===== config.mk =====
export PLATFORM = sky130hd
export DESIGN_NAME = seg_chase_animator
export DESIGN_NICKNAME = d
export VERILOG_FILES = /design/src/rtl/seg_chase_pkg.sv /design/src/rtl/seg_step_timer.sv /design/src/rtl/seg_chase_animator.sv
export SDC_FILE = /design/constraint.sdc
export NUM_CORES = 1
export LEC_CHECK = 0
export CORE_UTILIZATION = 56
export CTS_CLUSTER_DIAMETER = 40
export DETAILED_ROUTE_END_ITERATION = 8
export GPL_TIMING_DRIVEN = 1
export PLACE_DENSITY = 0.85
export SLEW_MARGIN = 5
export SYNTH_ARGS = -nofsm -noshare
export SYNTH_HDL_FRONTEND = slang
export SYNTH_SLANG_ARGS = --single-unit

===== constraint.sdc =====
create_clock -name CLK -period 3.9 [get_ports CLK]
set_input_delay 0.585 -clock CLK [delete_from_list [all_inputs] [get_ports CLK]]
set_output_delay 0.585 -clock CLK [all_outputs]
set_load 0.01 [all_outputs]

===== src/rtl/seg_chase_pkg.sv =====
// Shared constants and helpers for the segment chase animator.
// Segment masks are active-low over {a,b,c,d,e,f,g,dp}; seg[7] is segment a.
package seg_chase_pkg;

    localparam logic [7:0] SEG_A   = 8'h7F;
    localparam logic [7:0] SEG_B   = 8'hBF;
    localparam logic [7:0] SEG_C   = 8'hDF;
    localparam logic [7:0] SEG_D   = 8'hEF;
    localparam logic [7:0] SEG_E   = 8'hF7;
    localparam logic [7:0] SEG_F   = 8'hFB;
    localparam logic [7:0] SEG_G   = 8'hFD;
    localparam logic [7:0] SEG_OFF = 8'hFF;

    typedef enum logic {
        PATH_FIG8  = 1'b0,
        PATH_PERIM = 1'b1
    } path_t;

    // Number of positions on a path for a display of the given digit count.
    function automatic int path_len(input int digits, input path_t mode);
        return (mode == PATH_PERIM) ? (2 * digits + 4) : (4 * digits + 4);
    endfunction

endpackage


===== src/rtl/seg_step_timer.sv =====
// Divides CLK down to one-cycle step strobes every STEP_CYCLES enabled cycles.
// The strobe is asserted during the cycle whose edge advances the animation.
module seg_step_timer #(
    parameter int STEP_CYCLES = 1
) (
    input  logic CLK,
    input  logic RST,
    input  logic en,
    output logic step
);

    localparam int CW = (STEP_CYCLES > 1) ? $clog2(STEP_CYCLES) : 1;
    localparam logic [CW-1:0] LAST = CW'(STEP_CYCLES - 1);

    logic [CW-1:0] cnt;

    // Step fires on the last count of an enabled period; en=0 also masks it.
    assign step = en && (cnt == LAST);

    // Count enabled cycles, rolling over at the step; disabled cycles hold.
    always_ff @(posedge CLK) begin
        if (RST) begin
            cnt <= '0;
        end else if (en) begin
            cnt <= (cnt == LAST) ? '0 : cnt + CW'(1);
        end
    end

endmodule


===== src/rtl/seg_chase_animator.sv =====
// Steps a single lit segment around an N-digit multiplexed 7-segment display,
// either along a figure-eight or around the outer perimeter. The path mode is
// only taken up at a wrap so a lap is never cut short mid-path.
module seg_chase_animator
    import seg_chase_pkg::*;
#(
    parameter int DIGITS      = 4,
    parameter int STEP_CYCLES = 1
) (
    input  logic                              CLK,
    input  logic                              RST,
    input  logic                              en,
    input  logic                              dir,
    input  logic                              mode,
    output logic [7:0]                        seg,
    output logic [DIGITS-1:0]                 an,
    output logic [$clog2(4*DIGITS+4)-1:0]     pos,
    output logic                              wrap
);

    localparam int PW = $clog2(4 * DIGITS + 4);

    logic          step;
    path_t         mode_q;
    path_t         mode_in;
    logic [PW-1:0] last_cur;
    logic [PW-1:0] last_new;
    int            k;
    int            dig;

    seg_step_timer #(
        .STEP_CYCLES(STEP_CYCLES)
    ) u_timer (
        .CLK  (CLK),
        .RST  (RST),
        .en   (en),
        .step (step)
    );

    assign mode_in = path_t'(mode);

    // Last index of the path in use, and of the path requested for the next lap.
    assign last_cur = PW'(path_len(DIGITS, mode_q) - 1);
    assign last_new = PW'(path_len(DIGITS, mode_in) - 1);

    // Advance the position on each step; a wrap in either direction picks up the new mode.
    always_ff @(posedge CLK) begin
        if (RST) begin
            pos    <= '0;
            mode_q <= mode_in;
            wrap   <= 1'b0;
        end else begin
            wrap <= 1'b0;
            if (step) begin
                if (!dir) begin
                    if (pos == last_cur) begin
                        pos    <= '0;
                        mode_q <= mode_in;
                        wrap   <= 1'b1;
                    end else begin
                        pos <= pos + PW'(1);
                    end
                end else begin
                    if (pos == '0) begin
                        pos    <= last_new;
                        mode_q <= mode_in;
                        wrap   <= 1'b1;
                    end else begin
                        pos <= pos - PW'(1);
                    end
                end
            end
        end
    end

    // Map (pos, mode_q) to the lit segment and the digit that carries it.
    always_comb begin
        k   = int'(pos);
        seg = SEG_OFF;
        dig = 0;
        if (mode_q == PATH_FIG8) begin
            if (k < DIGITS) begin
                seg = SEG_A; dig = k;
            end else if (k == DIGITS) begin
                seg = SEG_B; dig = DIGITS - 1;
            end else if (k < 2 * DIGITS + 1) begin
                seg = SEG_G; dig = 2 * DIGITS - k;
            end else if (k == 2 * DIGITS + 1) begin
                seg = SEG_E; dig = 0;
            end else if (k < 3 * DIGITS + 2) begin
                seg = SEG_D; dig = k - (2 * DIGITS + 2);
            end else if (k == 3 * DIGITS + 2) begin
                seg = SEG_C; dig = DIGITS - 1;
            end else if (k < 4 * DIGITS + 3) begin
                seg = SEG_G; dig = 4 * DIGITS + 2 - k;
            end else begin
                seg = SEG_F; dig = 0;
            end
        end else begin
            if (k < DIGITS) begin
                seg = SEG_A; dig = k;
            end else if (k == DIGITS) begin
                seg = SEG_B; dig = DIGITS - 1;
            end else if (k == DIGITS + 1) begin
                seg = SEG_C; dig = DIGITS - 1;
            end else if (k < 2 * DIGITS + 2) begin
                seg = SEG_D; dig = 2 * DIGITS + 1 - k;
            end else if (k == 2 * DIGITS + 2) begin
                seg = SEG_E; dig = 0;
            end else begin
                seg = SEG_F; dig = 0;
            end
        end
        for (int i = 0; i < DIGITS; i++) begin
            an[i] = (i != dig);
        end
    end

endmodule


Word level (Yosys, flattened, before mapping):

Cells that the tools add are included.

* bits in registers: 8
* input port bits: 5
* output and inout port bits: 18
* word-level logic and storage cells: 76

* add/subtract/negate cells: 9
* $lt $le $gt $ge: 5
* equal/unequal tests: 10
* muxes and demuxes: 39
* bitwise operators: 2
* reductions and logical operators: 7

Operators by type and width (count)
* 2-to-1 mux 32 bit: 12
* inequality test 3 x 32 -> 1 bit, first input constant: 2
* inequality test 2 x 32 -> 1 bit, first input constant: 1
* nonzero test 32 bit: 1
* 2-to-1 mux 5 bit: 6
* 2-to-1 mux 6 bit: 5
* 2-to-1 mux 8 bit: 3
* equality test 5 bit, second input constant: 3
* < comparator 5 x 4 -> 1 bit, second input constant: 3
* subtractor 5 x 1 -> 5 bit, second input constant: 3
* 2-to-1 mux 7 bit: 2
* subtractor 4 x 5 -> 6 bit, first input constant: 2
* equality test 5 x 4 -> 1 bit, second input constant: 2
* 2-to-1 mux 1 bit: 9
* subtractor 5 x 4 -> 6 bit, second input constant: 1
* subtractor 5 x 5 -> 6 bit, first input constant: 1
* adder 5 x 1 -> 5 bit, second input constant: 1
* equality test 5 bit: 1
* logical NOT 5 bit: 1
* < comparator 5 x 3 -> 1 bit, second input constant: 1
* < comparator 5 bit, second input constant: 1
* 2-to-1 mux 4 bit: 1
* 2-to-1 mux 3 bit: 1
* inequality test 3 x 2 -> 1 bit, second input constant: 1
* 7 further kinds: 8

Depth between registers and ports, before layout:

Gate-level depths: netlist (run 1).

* word-level depth: 10
* depth in mapped cells: 12
* mapped depth without buffers: 10

Cells and area by module:

From an unflattened synthesis (run 1), not the netlist that was laid out.

* cell total of the unflattened synthesis: 186
* area total of the unflattened synthesis: 1318.8 µm²

Modules (own cells, without submodules)
* seg_chase_animator: instances 1, cells each 185, area an instance 1311.3 µm², seq. area each 150.1 µm²
* seg_step_timer: instances 1, cells each 1, area an instance 7.5 µm², seq. area each 0.0 µm²

Worst setup path before layout (run 1):

Ideal clock, no wire load.

* path kind: register to output
* start point: register pos[1]
* end point: output an[0]
* arrival: 2.153 ns
* data required time: 3.315 ns
* path slack: 1.162 ns
* cell stages (with the launch flop): 10
* buffers on the path: 2
* cell sequence: dfxtp_1 -> clkbuf_1 -> inv_1 -> ha_1 -> buf_2 -> nand2b_1 -> a21oi_1 -> a21boi_0 -> a21o_1 -> o211ai_1

* word-level cells in the longest chain between the ends: 10
* elaborated cells on any way between the ends: 26
* those cells by class: 4 x add/sub; 5 x order compare; 4 x eq/ne; 12 x mux; 1 x reduce/logical

RTL lines
* start, declared: line seg_chase_animator.sv:17 `output logic [$clog2(4*DIGITS+4)-1:0] pos,`
* start signal, assigned: line seg_chase_animator.sv:61 `pos <= pos + PW'(1);`
* start signal, assigned: line seg_chase_animator.sv:65 `pos <= last_new;`
* start signal, assigned: line seg_chase_animator.sv:69 `pos <= pos - PW'(1);`
* subtractor 5 x 5 -> 6 bit or < comparator 5 bit (tied branches): line seg_chase_animator.sv:95, seg_chase_animator.sv:94
* 2-to-1 mux 32 bit: line seg_chase_animator.sv:94 `end else if (k < 4 * DIGITS + 3) begin`
* 2-to-1 mux 32 bit: line seg_chase_animator.sv:92 `end else if (k == 3 * DIGITS + 2) begin`
* 2-to-1 mux 32 bit: line seg_chase_animator.sv:90 `end else if (k < 3 * DIGITS + 2) begin`
* 2-to-1 mux 32 bit: line seg_chase_animator.sv:88 `end else if (k == 2 * DIGITS + 1) begin`
* 2-to-1 mux 32 bit: line seg_chase_animator.sv:86 `end else if (k < 2 * DIGITS + 1) begin`
* 2-to-1 mux 32 bit: line seg_chase_animator.sv:84 `end else if (k == DIGITS) begin`
* 2-to-1 mux 32 bit: line seg_chase_animator.sv:82 `if (k < DIGITS) begin`
* 2-to-1 mux 32 bit *: line seg_chase_animator.sv:81 `if (mode_q == PATH_FIG8) begin`
* nonzero test 32 bit *: line seg_chase_animator.sv:115 `an[i] = (i != dig);`
* end, declared: line seg_chase_animator.sv:16 `output logic [DIGITS-1:0] an,`

Mark *: on every way between the ends. The rest lies on a longest branch, timed or not.

Final worst setup path (run 1):

* start point: register pos[0]
* end point: output an[2]

* word-level cells in the longest chain between the ends: 10
* elaborated cells on any way between the ends: 26
* those cells by class: 4 x add/sub; 5 x order compare; 5 x eq/ne; 12 x mux

RTL lines (line)
* subtractor 5 x 5 -> 6 bit or < comparator 5 bit (tied branches): seg_chase_animator.sv:95, seg_chase_animator.sv:94
* 2-to-1 mux 32 bit: seg_chase_animator.sv:94
* 2-to-1 mux 32 bit: seg_chase_animator.sv:92
* 2-to-1 mux 32 bit: seg_chase_animator.sv:90
* 2-to-1 mux 32 bit: seg_chase_animator.sv:88
* 2-to-1 mux 32 bit: seg_chase_animator.sv:86
* 2-to-1 mux 32 bit: seg_chase_animator.sv:84
* 2-to-1 mux 32 bit: seg_chase_animator.sv:82
* 2-to-1 mux 32 bit *: seg_chase_animator.sv:81
* inequality test 3 x 32 -> 1 bit *: seg_chase_animator.sv:115

Marked as above.

==> metrics.md, run 1 <==
| Metric | Value |
|---|---|
| Maximum fanout along the worst path | `15` |
| Number of H-tree levels | `1` |
| Initial antenna violation count | `0` |
| Via count of the first global-routing pass | `1,163` |
| Setup repair after global routing missed its margin | `no` |
| Global Route met3 Usage | `3.02%` |
| Remaining number of nets flagged by the antenna check after routing | `0` |
| Count of final hold-check violations | `0` |
| Number of pins exceeding their max-slew limit in the final report | `0` |
| Die ar. | `2290 µm²` |
| Post-synth design cell area | `1170 µm²` |
| Critical setup path kind | `flop to output pin` |
| Effective utilization at floorplan | `59.9%` |
| Fin crit share | `90.2%` |
| Total routed wirelength | `3430 µm` |
| Switching portion of total power | `43.8%` |
| Clock tree from TritonCTS | `built` |
| Sequential-to-total area share from yosys stat | `12.8%` |
| Clk pwr share | `16.1%` |
| Register bit count reported by yosys | `7` |
| Net total in the final layout | `193` |
| Violation count after the first detailed-route iteration | `83` |
| Leakage power total | `0.533 nW` |
| Maximum operating frequency | `284 MHz` |
| Power density relative to cell area | `300 nW/µm²` |
| Clk buf depth | `2` |
| Overall Global Routing Usage | `33.2%` |
| Worst-Skew Late Latency | `0.26 ns` |
| Global-route congestion overflow total | `0` |
| Total number of placement rows | `16` |
| Synth-to-Final Area Change | `19.3%` |
| Switching power summed over all nets | `0.000184 W` |
| Clock buffers created by TritonCTS | `3` |
| Yosys warnings | `0` |
| Area share of the leading cell type in the synthesized netlist | `10.6%` |
| Vias after detailed routing | `1,375` |
| Startpoint class of the critical path | `flop` |
| Via density | `6.74` |
| Setup bufs post-CTS | `0` |
| Cells after Synth | `161` |
| Detailed placement HPWL | `2530 µm` |
| Internal | `0.000236 W` |
| Number of top-level pins | `23` |
| Combinational group share of total power | `59.5%` |
| Seq pwr share | `24.4%` |
| Transition at the pin with the smallest max-transition slack | `0.704 ns` |
| Pin count of the biggest net entering global routing | `22` |
| Setup Total Neg Slack | `0 ns` |
| Worst Hold Depth | `2` |
| Max VDD drop | `0.275 mV` |
| Detailed-routing iteration count for the pre-antenna-repair pass | `5` |
| Peak-usage layer in the global routing report | `met2` |
| Final number of setup-violating endpoints | `0` |
| Worst min-delay path class | `flop to flop` |
| Drc violations | `0` |
| Number of sinks driven by the clock tree | `7` |
| Crit path DAT | `2.93 ns` |
| Final estimated routing congestion in global placement | `0.971` |
| Worst reg2reg path depth | `10` |
| Main flop type after synthesis | `sky130_fd_sc_hd__dfxtp_1` |
| Port Buf Inserts | `21` |
| Height of the chip | `47.8 µm` |
| Largest area contributor in the netlist | `sky130_fd_sc_hd__ha_1` |
| Die X-Extent | `47.8 µm` |
| Mean instance size in the synthesized netlist | `7.30 µm²` |
| Wire length of the first global-routing pass | `5390 µm` |
| Clock slew at the register clock pins of the worst setup and hold paths | `0.06 ns` |
| Net count after synthesis | `176` |
| Fraction of layout instances using a drive strength above 1 | `9.04%` |
| Number of flops mapped to enable cells by yosys | `1` |
| Worst slew margin | `53.0%` |
| Grt met2 use | `57.6%` |
| Main area contributors after synthesis | `sky130_fd_sc_hd__ha_1, sky130_fd_sc_hd__dfxtp_1, sky130_fd_sc_hd__nand2_1, sky130_fd_sc_hd__nor2_1, sky130_fd_sc_hd__a21oi_1` |
| Antenna diode instance count | `0` |
| Final min period | `3.52 ns` |
| Sort of element at the end of the critical path | `output pin` |
| Core box area | `1960 µm²` |
| Wire per inst | `16.8 µm` |
| Max-Cap Viols | `0` |
| Number of distinct library cell variants in the gate-level netlist after synthesis | `60` |
| Final Util | `71.4%` |
| Outcome | `completed` |
| WP data required | `3.31 ns` |
| Largest clock skew in the final design | `0.00793 ns` |
| Post-synth ARST share | `0%` |
| Library cell used as clock root buffer | `sky130_fd_sc_hd__clkbuf_4` |
| Met1 capacity usage during global routing | `42.2%` |
cell type report:
| cell class | instances | area, µm² |
|---|---|---|
| Tap cell | 27 | 33.8 |
| Inverter | 9 | 33.8 |
| Sequential cell | 7 | 153 |
| Clock buffer | 3 | 22.5 |
| Multi-Input combinational cell | 134 | 928 |
| Fill cell | 178 | 561 |
| Timing Repair Buffer | 23 | 225 |
| Clock inverter | 1 | 5.00 |
Yosys cell counts (all sizes together) (2+ instances only):
library cell,n
a211oi,3
a21o,2
a21oi,9
a221oi,2
a31oi,4
a32oi,2
and2,2
and3b,2
buf,8
clkbuf,3
dfxtp,6
ha,10
inv,9
nand2,15
nand2b,3
nand3,5
nor2,12
nor2b,5
nor3,2
nor3b,4
nor4b,3
o211ai,4
o21a,3
o21ai,11
o31ai,2
o32ai,2
or2,2
or3,2
flip-flops by register name, summed over array words and instances, names as in the netlist:
signal and flops:
mode_q 1, pos 5, wrap 1
per-stage QoR:
| step | total power, W | std cells | cell area, µm² | setup slack, ns | hold slack (ns) |
|---|---|---|---|---|---|
| 3_5_place_dp | 0.000347 | 200 | 1370 | 0.466 | 0.639 |
| 6_report | 0.000420 | 204 | 1400 | 0.381 | 0.642 |
| 4_1_cts | 0.000417 | 204 | 1400 | 0.165 | 0.645 |
| 3_3_place_gp | 0.000340 | 200 | 1370 | 0.511 | 0.614 |
| 5_1_grt | 0.000450 | 204 | 1400 | 0.199 | 0.694 |
| 2_1_floorplan | 0.000264 | 161 | 1170 | 1.16 | 0.654 |
per-layer routing:
metal	wire [µm]	part of all wire, %	vias to the layer above
li1	-	-	632
met1	1370	40	654
met2	1730	51	77
met3	246	7.2	12
met4	80	2.3	0
met5	0	0	-
power by group through the flow:
stage,combinational (W),sequential [W],clock (W)
floorplan,0.000173,0.0000900,0
global route,0.000273,0.000104,0.0000733
detailed placement,0.000245,0.000102,0
CTS,0.000246,0.000101,0.0000700
global placement,0.000238,0.000102,0
finish,0.000250,0.000103,0.0000678
worst max-delay path, cell delays in order, from the launching register on:
cell	delay, ns
sky130_fd_sc_hd__dfxtp_2	0.51
sky130_fd_sc_hd__inv_1	0.20
sky130_fd_sc_hd__ha_1	0.37
sky130_fd_sc_hd__nand2b_1	0.22
sky130_fd_sc_hd__a21oi_1	0.31
sky130_fd_sc_hd__a21boi_0	0.28
sky130_fd_sc_hd__a21oi_1	0.12
sky130_fd_sc_hd__o211ai_1	0.09
sky130_fd_sc_hd__clkdlybuf4s50_1	0.56
cell families after synthesis:
logic type / Yosys count / share of synthesized area [%]
AND/OR/NAND/NOR: 62 / 29.9
AO/OA/AOI/OAI: 58 / 35.7
other: 1 / 0.319
adder cells (fa/ha/maj): 10 / 10.6
XOR/XNOR: 2 / 1.49
buffers and inverters: 20 / 8.20
flip-flops: 7 / 12.8
multiplexers: 1 / 0.958
cells in the final DEF, fill, tap and decap left out, types with 5 or more instances in the layout:
cell                              instances
sky130_fd_sc_hd__nor2b_1                  5
sky130_fd_sc_hd__nand2_1                 15
sky130_fd_sc_hd__inv_1                    9
sky130_fd_sc_hd__ha_1                    10
sky130_fd_sc_hd__a21oi_1                  8
sky130_fd_sc_hd__nor2_1                  11
sky130_fd_sc_hd__nand3_1                  5
sky130_fd_sc_hd__o21ai_0                  8
sky130_fd_sc_hd__clkdlybuf4s50_1         21
timing repair:
action                                  4_1_cts  5_1_grt
endpoints found under the hold margin         0        0
hold buffers                                  0        0
resized for setup                             0        2
endpoints found under the setup margin        0        4
worst paths after layout:
kind | start | end | slack [ns]
max | pos[0]$_SDFFE_PP0P_ | an[2] | 0.38
min | pos[2]$_SDFFE_PP0P_ | pos[2]$_SDFFE_PP0P_ | 0.64
max reg2reg | pos[0]$_SDFFE_PP0P_ | pos[4]$_SDFFE_PP0P_ | 1.25
min reg2reg | pos[2]$_SDFFE_PP0P_ | pos[2]$_SDFFE_PP0P_ | 0.64
Power figures use the tool's default switching activity.
==> run 2: changes to the inputs <==
--- a/config.mk
+++ b/config.mk
@@ -14,3 +14,4 @@
 export SYNTH_ARGS = -nofsm -noshare
 export SYNTH_HDL_FRONTEND = slang
 export SYNTH_SLANG_ARGS = --single-unit
+export TNS_END_PERCENT = 20
==> results of run 2 <==
The final DEF is identical to that of run 1; final timing and power are the same.
==> patch 1, RTL diff (flow settings as in run 2) <==
Set the parameter `DIGITS` to 2 (it was 4).
--- a/src/rtl/seg_chase_animator.sv
+++ b/src/rtl/seg_chase_animator.sv
@@ -4,7 +4,7 @@
 module seg_chase_animator
     import seg_chase_pkg::*;
 #(
-    parameter int DIGITS      = 4,
+    parameter int DIGITS      = 2,
     parameter int STEP_CYCLES = 1
 ) (
     input  logic                              CLK,
Interface: changed (resized an and pos); port bits go from 23 to 20. The function was not compared with the original's and may differ.
==> patch 1 against run 2 <==
  * Non-clock buffer count fell by 5
  * Sequential cell count down 1
  * Area after synthesis decreased by 25%
  * Global-route usage is 2.4 points lower
  * Utilization increased by 5.9 points
  * Setup slack got worse by 0.00095 ns
  * Total power is 29% lower
  * Final area is 24% lower
  * Cell count shrank 24%
  * Routed wire length shrank 33%
  * Clock skew fell by 0.0010 ns
  * Critical endpoint is now an[1]
==> patch 1: results <==
export IMPL_portBuffers=18
export IMPL_clock_skew_final_ns=0.00692
export IMPL_tightest_slew_ns=0.664
export IMPL_r2r_start="pos[1]"
export IMPL_critical_path_max_fanout=14
export IMPL_via_per_inst=6.47
export IMPL_place_area_sq_um=1040
export IMPL_max_vdd_ir_drop_mv=0.176
export IMPL_dp_slack_ns=0.550
export IMPL_cp_arrival_ns=2.94
export IMPL_r2r_cells=6
export IMPL_status="complete, no violations"
export IMPL_rr_endpoint="pos[3]"
export IMPL_synth_distinct_cells=46
export IMPL_regToRegSetupSlack_ns=1.90
export IMPL_fin_crit_ns=3.52
export IMPL_grt_pass1_vias=905
export IMPL_wl_microns=2310
export IMPL_ys_seq_area_share_pct=14.7
export IMPL_first_pass_iters=4
export IMPL_critPathCapture="an[1]"
export IMPL_dp_hpwl_microns=1660
export IMPL_largestRegisters="pos x4, mode_q x1, wrap x1"
export IMPL_leakagePower_uw=0.000412
export IMPL_gp_congestion=1.01
export IMPL_drt_initial_drc_count=50
export IMPL_drive_above_1_share_pct=4.96
export IMPL_syn_nets=140
-- patch 1: changes by cell type after synthesis, sizes merged, moves of 3 or more --
cell	change
a31oi	-3
buf	-3
nand3	-3
nor3b	-3
nor4b	-3
o211ai	-4
o21a	-3
-- patch 1: logic make-up after synthesis --
family	count (synthesis)	share of synthesized area, %
fa+ha+maj	9	12.7
flops	6	14.7
compound gates	42	32.4
simple gates	50	28.3
buf+inv	15	8.20
other cells	1	0.424
xor+xnor	1	0.990
mux	2	2.26
-- patch 1: how the worst min path moves through the flow --
| stage | from | endpoint | slack (ns) |
|---|---|---|---|
| after floorplan | RST | pos[2] | 0.65 |
| after global placement | pos[1] | pos[1] | 0.69 |
| after detailed placement | pos[1] | pos[1] | 0.72 |
| after CTS | pos[1] | pos[1] | 0.73 |
| after global routing | pos[0] | pos[0] | 0.71 |
| final | pos[0] | pos[0] | 0.67 |
-- patch 1: area by class of cell --
type / instances / share of cell area (%)
Sequential cell: 6 / 12.3
Tap cell: 15 / 1.76
Inverter: 8 / 2.81
Clock buffer: 4 / 2.46
Timing Repair Buffer: 18 / 16.9
Multi-Input combinational cell: 105 / 63.8
-- patch 1: routing by layer --
layer  global-route usage [%]  wire (microns)  up-vias
li1                         -               -      496
met1                     42.7            1100      465
met2                     43.8             997       42
met3                     7.83             165        6
met4                     14.8              44        0
met5                        0               0        -
-- patch 1: tightest hold or removal path, stage by stage (launching register included) --
cell and delay (ns):
dfxtp_2 0.41, o21ai_0 0.18, nor2_1 0.04
-- patch 1: timing repair --
action                                  in CTS  in global routing
endpoints found under the setup margin       0                  3
gates resized for setup                      0                  1
hold buffers                                 0                  0
-- patch 1: power by group --
| group | switching, uW | internal, uW |
|---|---|---|
| logic | 75.2 | 69.0 |
| registers | 17.6 | 68.3 |
| clock network | 28.2 | 39.1 |
| total | 121 | 176 |
-- patch 1: through the flow --
| step | util, % | cells |
|---|---|---|
| 3_5_place_dp | 75.3 | 152 |
| 6_report | 77.3 | 156 |
| 3_3_place_gp | 75.3 | 152 |
| 5_1_grt | 77.3 | 156 |
| 2_1_floorplan | - | 126 |
| 4_1_cts | 77.2 | 156 |
==> patch 2, RTL diff (flow settings as in run 2) <==
Made on the original files. Add an input register stage for `en`, `dir` and `mode`; this delays them by one clock.
--- a/src/rtl/seg_chase_animator.sv
+++ b/src/rtl/seg_chase_animator.sv
@@ -20,6 +20,16 @@
 
     localparam int PW = $clog2(4 * DIGITS + 4);
 
+    logic en_q;
+    logic dir_q;
+    logic mode_r;
+
+    always_ff @(posedge CLK) begin
+        en_q   <= en;
+        dir_q  <= dir;
+        mode_r <= mode;
+    end
+
     logic          step;
     path_t         mode_q;
     path_t         mode_in;
@@ -33,11 +43,11 @@
     ) u_timer (
         .CLK  (CLK),
         .RST  (RST),
-        .en   (en),
+        .en   (en_q),
         .step (step)
     );
 
-    assign mode_in = path_t'(mode);
+    assign mode_in = path_t'(mode_r);
 
     // Last index of the path in use, and of the path requested for the next lap.
     assign last_cur = PW'(path_len(DIGITS, mode_q) - 1);
@@ -52,7 +62,7 @@
         end else begin
             wrap <= 1'b0;
             if (step) begin
-                if (!dir) begin
+                if (!dir_q) begin
                     if (pos == last_cur) begin
                         pos    <= '0;
                         mode_q <= mode_in;
Behaviour: not the same (a bounded check fails within 4 cycles, from zero or initial values and one cycle with RST high).
==> patch 2 against run 2 <==
  * Worst hold slack worse by 0.18 ns
  * Register-to-register slack better by 0.51 ns
  * Utilization barely moved
  * Routed wire length fell by 3.6%
  * Critical path type unchanged
  * Via count down 1.5%
  * Fmax up 1.8%
  * Setup slack better by 0.061 ns
  * Critical path depth is 1 lower
  * Non-clock buffer count rose by 1
  * Clock power is 3.2% higher
  * Total power decreased by 9.6%
  * Final area grew 1.1%
  * Sequential cell count is 3 higher
  * Area after synthesis rose by 1.7%
==> patch 2: results <==
export IMPL_holdPathEnd="mode_q"
export IMPL_grt_first_pass_wirelength_microns=5110
export IMPL_clock_skew_final_ns=0.0136
export IMPL_synthMuxAreaShare_pct=0.838
export IMPL_regToRegSetupSlack_ns=1.76
export IMPL_cp_slowest_stage_delay_ns=0.92
export IMPL_ys_top_cells_by_area="dfxtp_1 (15%), ha_1 (9.4%), nor2_1 (6.9%)"
export IMPL_max_vdd_ir_drop_mv=0.297
export IMPL_leakagePower_uw=0.000536
export IMPL_synth_compound_area_share_pct=28.4
export IMPL_slew_limit_headroom_pct=39.0
export IMPL_nFillCells=176
export IMPL_min_from="mode_in"
export IMPL_cp_arrival_ns=2.87
export IMPL_cpMaxStageDelayCell="dfxtp_1"
export IMPL_synth_xor_area_share_pct=0.733
export IMPL_rr_endpoint="pos[3]"
export IMPL_grt_max_degree=31
export IMPL_synth_fa_ha_area_share_pct=9.42
export IMPL_synth_distinct_cells=52
export IMPL_status="complete, no violations"
export IMPL_ys_seq_area_share_pct=17.6
export IMPL_grt_pass1_vias=1160
export IMPL_critical_path_max_fanout=30
export IMPL_drive_above_1_share_pct=7.49
export IMPL_first_pass_iters=4
export IMPL_dr_total_vias=1354
export IMPL_drt_initial_drc_count=57
patch 2: cell types whose count changed after synthesis, moves of 4 or more:
cell and change:
nand3_1 +4, nor2_1 +11, o21ai_0 +5, nor3_1 +6
patch 2: cells by family after synthesis:
group | after synthesis
XOR/XNOR | 1
AND/OR/NAND/NOR | 77
flip-flops | 10
other | 1
AO/OA/AOI/OAI | 51
buffers and inverters | 22
multiplexers | 1
adder cells (fa/ha/maj) | 9
patch 2: cell type report:
class / instances / area, sq um / area share, %
tap: 27 / 33.8 / 2.39
timing repair buffer: 24 / 233 / 16.4
sequential: 10 / 210 / 14.8
clock buffer: 4 / 26.3 / 1.86
inverter: 9 / 33.8 / 2.39
multi-input combinational: 140 / 880 / 62.1
patch 2: worst max path at each step:
stage / start / endpoint / slack, ns / cells past startpoint
floorplan: pos[1] / an[2] / 1.12 / 8
global placement: pos[3] / an[1] / 0.88 / 7
detailed placement: pos[3] / an[2] / 0.77 / 7
CTS: pos[3] / an[2] / 0.49 / 7
global route: pos[3] / an[2] / 0.17 / 7
finish: pos[3] / an[3] / 0.44 / 7
patch 2: routing by layer:
metal / wire length (microns) / track usage [%] / up-vias
met5: 0 / 0 / -
met4: 76 / 14.4 / 0
met3: 215 / 2.96 / 12
met2: 1660 / 50.4 / 71
met1: 1360 / 41.2 / 618
li1: - / - / 653
patch 2: per-stage QoR:
step	cells	hold slack (ns)	area [sq um]	total power, uW
after floorplan	172	0.429	1190	246
after CTS	214	0.466	1420	378
after global placement	210	0.440	1390	301
after detailed placement	210	0.450	1390	307
after global routing	214	0.492	1420	407
final	214	0.466	1420	380
patch 2: power by group through the flow:
stage	combinational [uW]	sequential, uW	clock (uW)
final	183	127	70.0
after global routing	199	129	78.2
after CTS	180	127	72.0
after detailed placement	178	129	0
after global placement	173	128	0
after floorplan	125	121	0
